### config.mk
export PLATFORM = sky130hd
export DESIGN_NAME = ysyx_22050710_axi4full_master
export DESIGN_NICKNAME = d
export VERILOG_FILES = /design/src/rtl/axi_defines_pkg.sv /design/src/rtl/ysyx_22050710_axi4full_master_reg.sv /design/src/rtl/ysyx_22050710_axi4full_master.sv
export SDC_FILE = /design/constraint.sdc
export NUM_CORES = 1
export LEC_CHECK = 0
export ABC_AREA = 1
export ABC_CLOCK_PERIOD_IN_PS = 3700
export BUFFER_PORTS_ARGS = -buffer_cell sky130_fd_sc_hd__buf_2
export CAP_MARGIN = 20
export CORE_AREA = 4 4 183 185
export CTS_BUF_LIST = sky130_fd_sc_hd__clkbuf_8
export CTS_CLUSTER_DIAMETER = 120
export CTS_CLUSTER_SIZE = 16
export DETAILED_ROUTE_END_ITERATION = 10
export DIE_AREA = 0 0 187 189
export PLACE_DENSITY_LB_ADDON = 0.15
export SETUP_SLACK_MARGIN = 0.15
export SLEW_MARGIN = 20
export SYNTH_ARGS = -nofsm -noshare
export SYNTH_HDL_FRONTEND = slang
export SYNTH_SLANG_ARGS = --single-unit
### constraint.sdc
create_clock -name i_aclk -period 3.7 [get_ports i_aclk]
set_input_delay 0.74 -clock i_aclk [delete_from_list [all_inputs] [get_ports i_aclk]]
set_output_delay 0.74 -clock i_aclk [all_outputs]
set_load 0.02 [all_outputs]
### src/rtl/axi_defines_pkg.sv
// AXI4 constants shared by the bus initiator, plus its FSM state encoding.
package axi_defines;

    localparam logic [1:0] BURST_INCR  = 2'b01;
    localparam logic [1:0] RESP_OKAY   = 2'b00;
    localparam logic [1:0] RESP_SLVERR = 2'b10;

    localparam int unsigned ID_WIDTH = 4;
    localparam logic [ID_WIDTH-1:0] DEFAULT_ID = '0;

    typedef enum logic [2:0] {
        StIdle = 3'd0,
        StAr   = 3'd1,
        StR    = 3'd2,
        StAw   = 3'd3,
        StW    = 3'd4,
        StB    = 3'd5,
        StResp = 3'd6
    } axi_state_e;

endpackage

### src/rtl/ysyx_22050710_axi4full_master_reg.sv
// Generic load-enabled register with synchronous active-high reset.
module ysyx_22050710_axi4full_master_reg #(
    parameter int unsigned        WIDTH     = 1,
    parameter logic [WIDTH-1:0]   RESET_VAL = '0
) (
    input  logic             i_clk,
    input  logic             i_rst,
    input  logic             i_wen,
    input  logic [WIDTH-1:0] i_din,
    output logic [WIDTH-1:0] o_dout
);

    always_ff @(posedge i_clk) begin
        if (i_rst) begin
            o_dout <= RESET_VAL;
        end else if (i_wen) begin
            o_dout <= i_din;
        end
    end

endmodule

### src/rtl/ysyx_22050710_axi4full_master.sv
// AXI4-full initiator: one outstanding single-beat or INCR-burst read or write,
// bridged from a simple request / beat-stream / completion interface.
module ysyx_22050710_axi4full_master
    import axi_defines::*;
#(
    parameter int unsigned          DATA_WIDTH = 64,
    parameter int unsigned          ADDR_WIDTH = 32,
    parameter int unsigned          STRB_WIDTH = DATA_WIDTH / 8,
    parameter logic [ID_WIDTH-1:0]  AXI_ID     = DEFAULT_ID
) (
    input  logic                  i_aclk,
    input  logic                  i_rst,

    input  logic                  i_req_valid,
    output logic                  o_req_ready,
    input  logic                  i_req_wen,
    input  logic [ADDR_WIDTH-1:0] i_req_addr,
    input  logic [7:0]            i_req_len,
    input  logic [2:0]            i_req_size,

    input  logic                  i_wd_valid,
    output logic                  o_wd_ready,
    input  logic [DATA_WIDTH-1:0] i_wd_data,
    input  logic [STRB_WIDTH-1:0] i_wd_strb,

    output logic                  o_rd_valid,
    input  logic                  i_rd_ready,
    output logic [DATA_WIDTH-1:0] o_rd_data,
    output logic                  o_rd_last,

    output logic                  o_resp_valid,
    input  logic                  i_resp_ready,
    output logic                  o_resp_err,

    output logic [ID_WIDTH-1:0]   o_awid,
    output logic [ADDR_WIDTH-1:0] o_awaddr,
    output logic [7:0]            o_awlen,
    output logic [2:0]            o_awsize,
    output logic [1:0]            o_awburst,
    output logic                  o_awlock,
    output logic [3:0]            o_awcache,
    output logic [2:0]            o_awprot,
    output logic                  o_awvalid,
    input  logic                  i_awready,

    output logic [ID_WIDTH-1:0]   o_wid,
    output logic [DATA_WIDTH-1:0] o_wdata,
    output logic [STRB_WIDTH-1:0] o_wstrb,
    output logic                  o_wlast,
    output logic                  o_wvalid,
    input  logic                  i_wready,

    input  logic [ID_WIDTH-1:0]   i_bid,
    input  logic [1:0]            i_bresp,
    input  logic                  i_bvalid,
    output logic                  o_bready,

    output logic [ID_WIDTH-1:0]   o_arid,
    output logic [ADDR_WIDTH-1:0] o_araddr,
    output logic [7:0]            o_arlen,
    output logic [2:0]            o_arsize,
    output logic [1:0]            o_arburst,
    output logic                  o_arlock,
    output logic [3:0]            o_arcache,
    output logic [2:0]            o_arprot,
    output logic                  o_arvalid,
    input  logic                  i_arready,

    input  logic [ID_WIDTH-1:0]   i_rid,
    input  logic [DATA_WIDTH-1:0] i_rdata,
    input  logic [1:0]            i_rresp,
    input  logic                  i_rlast,
    input  logic                  i_rvalid,
    output logic                  o_rready
);

    axi_state_e r_state;
    logic r_req_ready, r_arvalid, r_awvalid, r_bready, r_resp_valid;
    logic r_in_r, r_in_w;

    logic [ADDR_WIDTH-1:0] r_addr;
    logic [7:0]            r_len;
    logic [2:0]            r_size;
    logic [7:0]            r_cnt;
    logic                  r_err;

    logic       w_req_fire, w_ar_fire, w_aw_fire, w_r_fire, w_w_fire, w_b_fire, w_resp_fire;
    logic       w_wlast, w_beat_room, w_rbeat_bad, w_bresp_bad;
    logic       w_cnt_wen;
    logic [7:0] w_cnt_d;
    logic       w_err_d;

    assign w_req_fire  = i_req_valid & r_req_ready;
    assign w_ar_fire   = r_arvalid & i_arready;
    assign w_aw_fire   = r_awvalid & i_awready;
    assign w_r_fire    = r_in_r & i_rvalid & i_rd_ready;
    assign w_w_fire    = r_in_w & i_wd_valid & i_wready;
    assign w_b_fire    = r_bready & i_bvalid;
    assign w_resp_fire = r_resp_valid & i_resp_ready;

    assign w_wlast = (r_cnt == r_len);

    // Counter stops at len+1 so an overrunning read burst cannot wrap it.
    assign w_beat_room = (r_cnt <= r_len) && (r_cnt != 8'hFF);

    assign w_rbeat_bad = (i_rresp != RESP_OKAY) || (i_rid != AXI_ID) ||
                         (i_rlast && (r_cnt != r_len)) ||
                         (!i_rlast && (r_cnt >= r_len));
    assign w_bresp_bad = (i_bresp != RESP_OKAY) || (i_bid != AXI_ID);

    always_comb begin
        w_cnt_wen = 1'b0;
        w_cnt_d   = r_cnt;
        if (w_req_fire) begin
            w_cnt_wen = 1'b1;
            w_cnt_d   = 8'd0;
        end else if ((w_r_fire || w_w_fire) && w_beat_room) begin
            w_cnt_wen = 1'b1;
            w_cnt_d   = r_cnt + 8'd1;
        end
    end

    always_comb begin
        w_err_d = r_err;
        if (w_req_fire) begin
            w_err_d = 1'b0;
        end else if ((w_r_fire && w_rbeat_bad) || (w_b_fire && w_bresp_bad)) begin
            w_err_d = 1'b1;
        end
    end

    ysyx_22050710_axi4full_master_reg #(.WIDTH(ADDR_WIDTH), .RESET_VAL('0)) u_addr_reg (
        .i_clk(i_aclk), .i_rst(i_rst), .i_wen(w_req_fire), .i_din(i_req_addr), .o_dout(r_addr)
    );

    ysyx_22050710_axi4full_master_reg #(.WIDTH(8), .RESET_VAL('0)) u_len_reg (
        .i_clk(i_aclk), .i_rst(i_rst), .i_wen(w_req_fire), .i_din(i_req_len), .o_dout(r_len)
    );

    ysyx_22050710_axi4full_master_reg #(.WIDTH(3), .RESET_VAL('0)) u_size_reg (
        .i_clk(i_aclk), .i_rst(i_rst), .i_wen(w_req_fire), .i_din(i_req_size), .o_dout(r_size)
    );

    ysyx_22050710_axi4full_master_reg #(.WIDTH(8), .RESET_VAL('0)) u_cnt_reg (
        .i_clk(i_aclk), .i_rst(i_rst), .i_wen(w_cnt_wen), .i_din(w_cnt_d), .o_dout(r_cnt)
    );

    ysyx_22050710_axi4full_master_reg #(.WIDTH(1), .RESET_VAL(1'b0)) u_err_reg (
        .i_clk(i_aclk), .i_rst(i_rst), .i_wen(1'b1), .i_din(w_err_d), .o_dout(r_err)
    );

    // Handshake outputs are registered alongside the state so each valid rises
    // on the cycle the state is entered and is stable until its ready.
    always_ff @(posedge i_aclk) begin
        if (i_rst) begin
            r_state      <= StIdle;
            r_req_ready  <= 1'b1;
            r_arvalid    <= 1'b0;
            r_awvalid    <= 1'b0;
            r_bready     <= 1'b0;
            r_resp_valid <= 1'b0;
            r_in_r       <= 1'b0;
            r_in_w       <= 1'b0;
        end else begin
            case (r_state)
                StIdle: begin
                    if (w_req_fire) begin
                        r_req_ready <= 1'b0;
                        if (i_req_wen) begin
                            r_state   <= StAw;
                            r_awvalid <= 1'b1;
                        end else begin
                            r_state   <= StAr;
                            r_arvalid <= 1'b1;
                        end
                    end
                end
                StAr: begin
                    if (w_ar_fire) begin
                        r_state   <= StR;
                        r_arvalid <= 1'b0;
                        r_in_r    <= 1'b1;
                    end
                end
                StR: begin
                    if (w_r_fire && i_rlast) begin
                        r_state      <= StResp;
                        r_in_r       <= 1'b0;
                        r_resp_valid <= 1'b1;
                    end
                end
                StAw: begin
                    if (w_aw_fire) begin
                        r_state   <= StW;
                        r_awvalid <= 1'b0;
                        r_in_w    <= 1'b1;
                    end
                end
                StW: begin
                    if (w_w_fire && w_wlast) begin
                        r_state  <= StB;
                        r_in_w   <= 1'b0;
                        r_bready <= 1'b1;
                    end
                end
                StB: begin
                    if (w_b_fire) begin
                        r_state      <= StResp;
                        r_bready     <= 1'b0;
                        r_resp_valid <= 1'b1;
                    end
                end
                StResp: begin
                    if (w_resp_fire) begin
                        r_state      <= StIdle;
                        r_resp_valid <= 1'b0;
                        r_req_ready  <= 1'b1;
                    end
                end
                default: begin
                    r_state      <= StIdle;
                    r_req_ready  <= 1'b1;
                    r_arvalid    <= 1'b0;
                    r_awvalid    <= 1'b0;
                    r_bready     <= 1'b0;
                    r_resp_valid <= 1'b0;
                    r_in_r       <= 1'b0;
                    r_in_w       <= 1'b0;
                end
            endcase
        end
    end

    assign o_req_ready  = r_req_ready;
    assign o_resp_valid = r_resp_valid;
    assign o_resp_err   = r_err;

    assign o_arid    = AXI_ID;
    assign o_araddr  = r_addr;
    assign o_arlen   = r_len;
    assign o_arsize  = r_size;
    assign o_arburst = BURST_INCR;
    assign o_arlock  = 1'b0;
    assign o_arcache = 4'd0;
    assign o_arprot  = 3'd0;
    assign o_arvalid = r_arvalid;

    assign o_awid    = AXI_ID;
    assign o_awaddr  = r_addr;
    assign o_awlen   = r_len;
    assign o_awsize  = r_size;
    assign o_awburst = BURST_INCR;
    assign o_awlock  = 1'b0;
    assign o_awcache = 4'd0;
    assign o_awprot  = 3'd0;
    assign o_awvalid = r_awvalid;

    assign o_wid      = AXI_ID;
    assign o_wdata    = i_wd_data;
    assign o_wstrb    = i_wd_strb;
    assign o_wlast    = r_in_w & w_wlast;
    assign o_wvalid   = r_in_w & i_wd_valid;
    assign o_wd_ready = r_in_w & i_wready;

    assign o_bready = r_bready;

    assign o_rready   = r_in_r & i_rd_ready;
    assign o_rd_valid = r_in_r & i_rvalid;
    assign o_rd_data  = i_rdata;
    assign o_rd_last  = r_in_r & i_rlast;

endmodule

==> summary.md <==
| Metric | Value |
|---|---|
| I/O pin cnt | `470` |
| Switching share of total power | `44.85%` |
| Fin Clk Skew | `11.20 ps` |
| Num Clock Sinks | `62` |
| Comb power frac | `42.6%` |
| Area delta synth->final | `0.5873%` |
| Global-route wire length before repair | `23660 um` |
| Max Slew Vio Count | `0` |
| CTS tree | `yes` |
| Root buf cell | `clkbuf_8` |
| Critical path startpoint category | `flop` |
| RSZ-0062 raised after global routing | `false` |
| Largest net degree at the start of global routing | `52` |
| Clk pin slew, worst setup/hold paths | `80 ps` |
| HP Class | `flop to flop` |
| Site Rows | `66` |
| Layout Nets | `818` |
| # port buffers | `165` |
| Synthesis Warnings | `0` |
| Vias | `3443` |
| Fmax | `0.3828 GHz` |
| DPL Wire Length | `14260 um` |
| Die height | `189 um` |
| #FFs+latches synth | `62` |
| Clk buf depth | `2` |
| Mean post-synth cell area | `7.182 sq um` |
| DRT Pass-1 Iters | `5` |
| Sum of negative setup slack | `0 ps` |
| Finish-stage setup viols | `0` |
| P_sw | `1.244 mW` |
| Postcts setup bufs | `0` |
| Required time worst endpoint | `2960 ps` |
| H-tree Lvls | `3` |
| Core Area | `32040 sq um` |
| Period minus WS final | `2613 ps` |
| DRT antenna net count | `0` |
| Share of cells above drive strength 1 | `33.44%` |
| Path type of the worst setup path | `flop to output port` |
| CTS Hold Bufs | `0` |
| CTS buffer count | `9` |
| Post-route core utilization | `14.05%` |
| Clk pwr share | `24.5%` |
| CP dominant cell by count | `nor2_1` |
| Crit. End Element | `output port` |
| Int Pwr | `1.530 mW` |
| Crit-path max FO | `5` |
| Pleak | `2.217 nW` |
| Synth Instances | `623` |
| Flop pwr share | `32.9%` |
| Initial antenna violation count | `1` |
| Vias in the first global route | `3288` |
| Die Wd | `187 um` |
| Critical path cell sequence | `inv_1 -> ha_1 -> nand2_1 -> nor2_1 -> nand2_2 -> nor2_1 -> buf_2` |
| Placer Congestion | `0.7249` |
| Via density | `3.379` |
| Starting DRT DRC Count | `93` |
| Worst slew pin tran | `529.0 ps` |
| Slowest stage delay, CP | `360 ps` |
| Avg WL per Cell | `16.77 um` |
| Status | `finished clean` |
| Critical Path AT | `1870 ps` |
| Unique masters post-synth | `31` |
| Resized Gates After CTS | `0` |
| Starting Density | `13.96%` |
| Slowest CP cell | `dfxtp_1` |
| Congestion Overflow GR | `0` |
| Hold Violations, Final | `0` |
| Power Density | `616.2 nW/um^2` |
| Gr usage total | `9.171%` |
| Cell Area, Synth | `4474 sq um` |
| Final Power | `2.773 mW` |
| Routed Wire Length | `17090 um` |
| Clk_lat worst skew | `350 ps` |
| Seq/Total Area, Yosys | `27.74%` |
| Die Area | `35340 sq um` |
| Max VDD drop | `0.1152 mV` |
| Max-cap violation count | `0` |
| Relative slew slack | `64.46%` |
| Fin crit share | `70.61%` |
| DRC | `0` |
==> synth_stat cells <==
master / number / share of area (%)
nand2_4: 1 / 0.25
nand4_1: 7 / 0.98
conb_1: 2 / 0.17
and2_4: 1 / 0.20
buf_2: 3 / 0.34
a41oi_1: 1 / 0.20
o31ai_1: 1 / 0.17
a21oi_1: 24 / 2.7
nor2_2: 3 / 0.42
buf_4: 213 / 36
nand2_1: 56 / 4.7
a21o_1: 1 / 0.17
nand3_1: 18 / 2.0
inv_1: 36 / 3.0
buf_6: 1 / 0.25
inv_2: 4 / 0.34
nor3_1: 3 / 0.34
dfxtp_1: 62 / 28
nand2_2: 6 / 0.84
o21ai_0: 50 / 5.6
clkbuf_1: 8 / 0.67
nor2_4: 2 / 0.50
clkbuf_2: 1 / 0.11
nor3_2: 1 / 0.22
a31oi_1: 1 / 0.14
ha_1: 9 / 2.5
o21ai_4: 1 / 0.36
nand3_4: 1 / 0.39
buf_1: 1 / 0.084
o21ai_1: 2 / 0.22
nor2_1: 103 / 8.6
==> worst max-delay path: cells and delay by family, from the launching register on <==
family,cells,cell delay [ps]
buffers and inverters,2,280
AND/OR/NAND/NOR,4,590
flip-flops,1,360
adder cells (fa/ha/maj),1,300
==> layout make-up <==
| type | count | area, sq um |
|---|---|---|
| multi-input cells | 324 | 1534 |
| repair buffers | 168 | 848.3 |
| diodes | 1 | 2.502 |
| inverters | 40 | 150.1 |
| clock inverters | 7 | 90.09 |
| well taps | 408 | 510.5 |
| fillers | 3721 | 27540 |
| flip-flops and latches | 62 | 1241 |
| clock buffers | 9 | 123.9 |
==> power groups by stage <==
stage / clock network [mW] / registers [mW] / logic [mW]
6_report: 0.681 / 0.912 / 1.18
3_5_place_dp: 0 / 0.935 / 1.21
4_1_cts: 0.731 / 0.920 / 1.22
3_3_place_gp: 0 / 0.932 / 1.23
2_1_floorplan: 0 / 1.02 / 1.03
5_1_grt: 0.752 / 0.939 / 1.32
==> layer usage <==
| metal | part of all wire [%] | track usage [%] | vias to the layer above |
|---|---|---|---|
| met3 | 13 | 5.125 | 54 |
| li1 | - | - | 1674 |
| met4 | 3.7 | 4.181 | 0 |
| met5 | 0 | 0.8242 | - |
| met2 | 50 | 16.11 | 223 |
| met1 | 34 | 8.743 | 1492 |
==> flip-flops by register name, indices dropped and copies added, names as in the netlist, 3 cells and up <==
name	cells
u_addr_reg.o_dout	32
u_cnt_reg.o_dout	8
u_len_reg.o_dout	8
r_state	3
u_size_reg.o_dout	3
==> per-stage QoR <==
step | cells | hold slack, ps | area [sq um] | setup slack (ps)
after floorplan | 653 | 457.1 | 4587 | 1529
after detailed placement | 1002 | 481.7 | 4284 | 1390
after global placement | 1002 | 479.0 | 4284 | 1436
after global routing | 1018 | 522.5 | 4498 | 829.0
after CTS | 1018 | 494.7 | 4498 | 959.6
final | 1019 | 489.2 | 4501 | 1087
==> cell usage in the layout (no fill, tap or decap), types with 4 or more instances in the layout <==
| master | count |
|---|---|
| nand3_1 | 18 |
| nand2_2 | 7 |
| buf_2 | 165 |
| dfxtp_1 | 62 |
| nand4_1 | 7 |
| ha_1 | 9 |
| a21oi_1 | 24 |
| clkbuf_8 | 9 |
| nor2_1 | 103 |
| o21ai_0 | 50 |
| conb_1 | 32 |
| nand2_1 | 55 |
| inv_2 | 4 |
| inv_1 | 37 |
==> path summary, 6_finish.rpt <==
| path | slack (ps) | depth (start not counted) | from | to |
|---|---|---|---|---|
| worst max register to register | 1710 | 9 | u_len_reg.o_dout[7] | u_cnt_reg.o_dout[7] |
| worst min register to register | 490 | 2 | o_arvalid | o_arvalid |
| worst min-delay path | 490 | 2 | o_arvalid | o_arvalid |
| worst max-delay path | 1090 | 7 | u_len_reg.o_dout[7] | o_wlast |
==> logic make-up after synthesis <==
family,share of synthesized area [%]
buffers and inverters,40.55
and+or+nand+nor,19.49
AOI/OAI and AO/OA,9.536
DFF,27.74
adders and majority gates,2.517
other,0.1678
No activity file was read; power rests on OpenSTA's default activity.
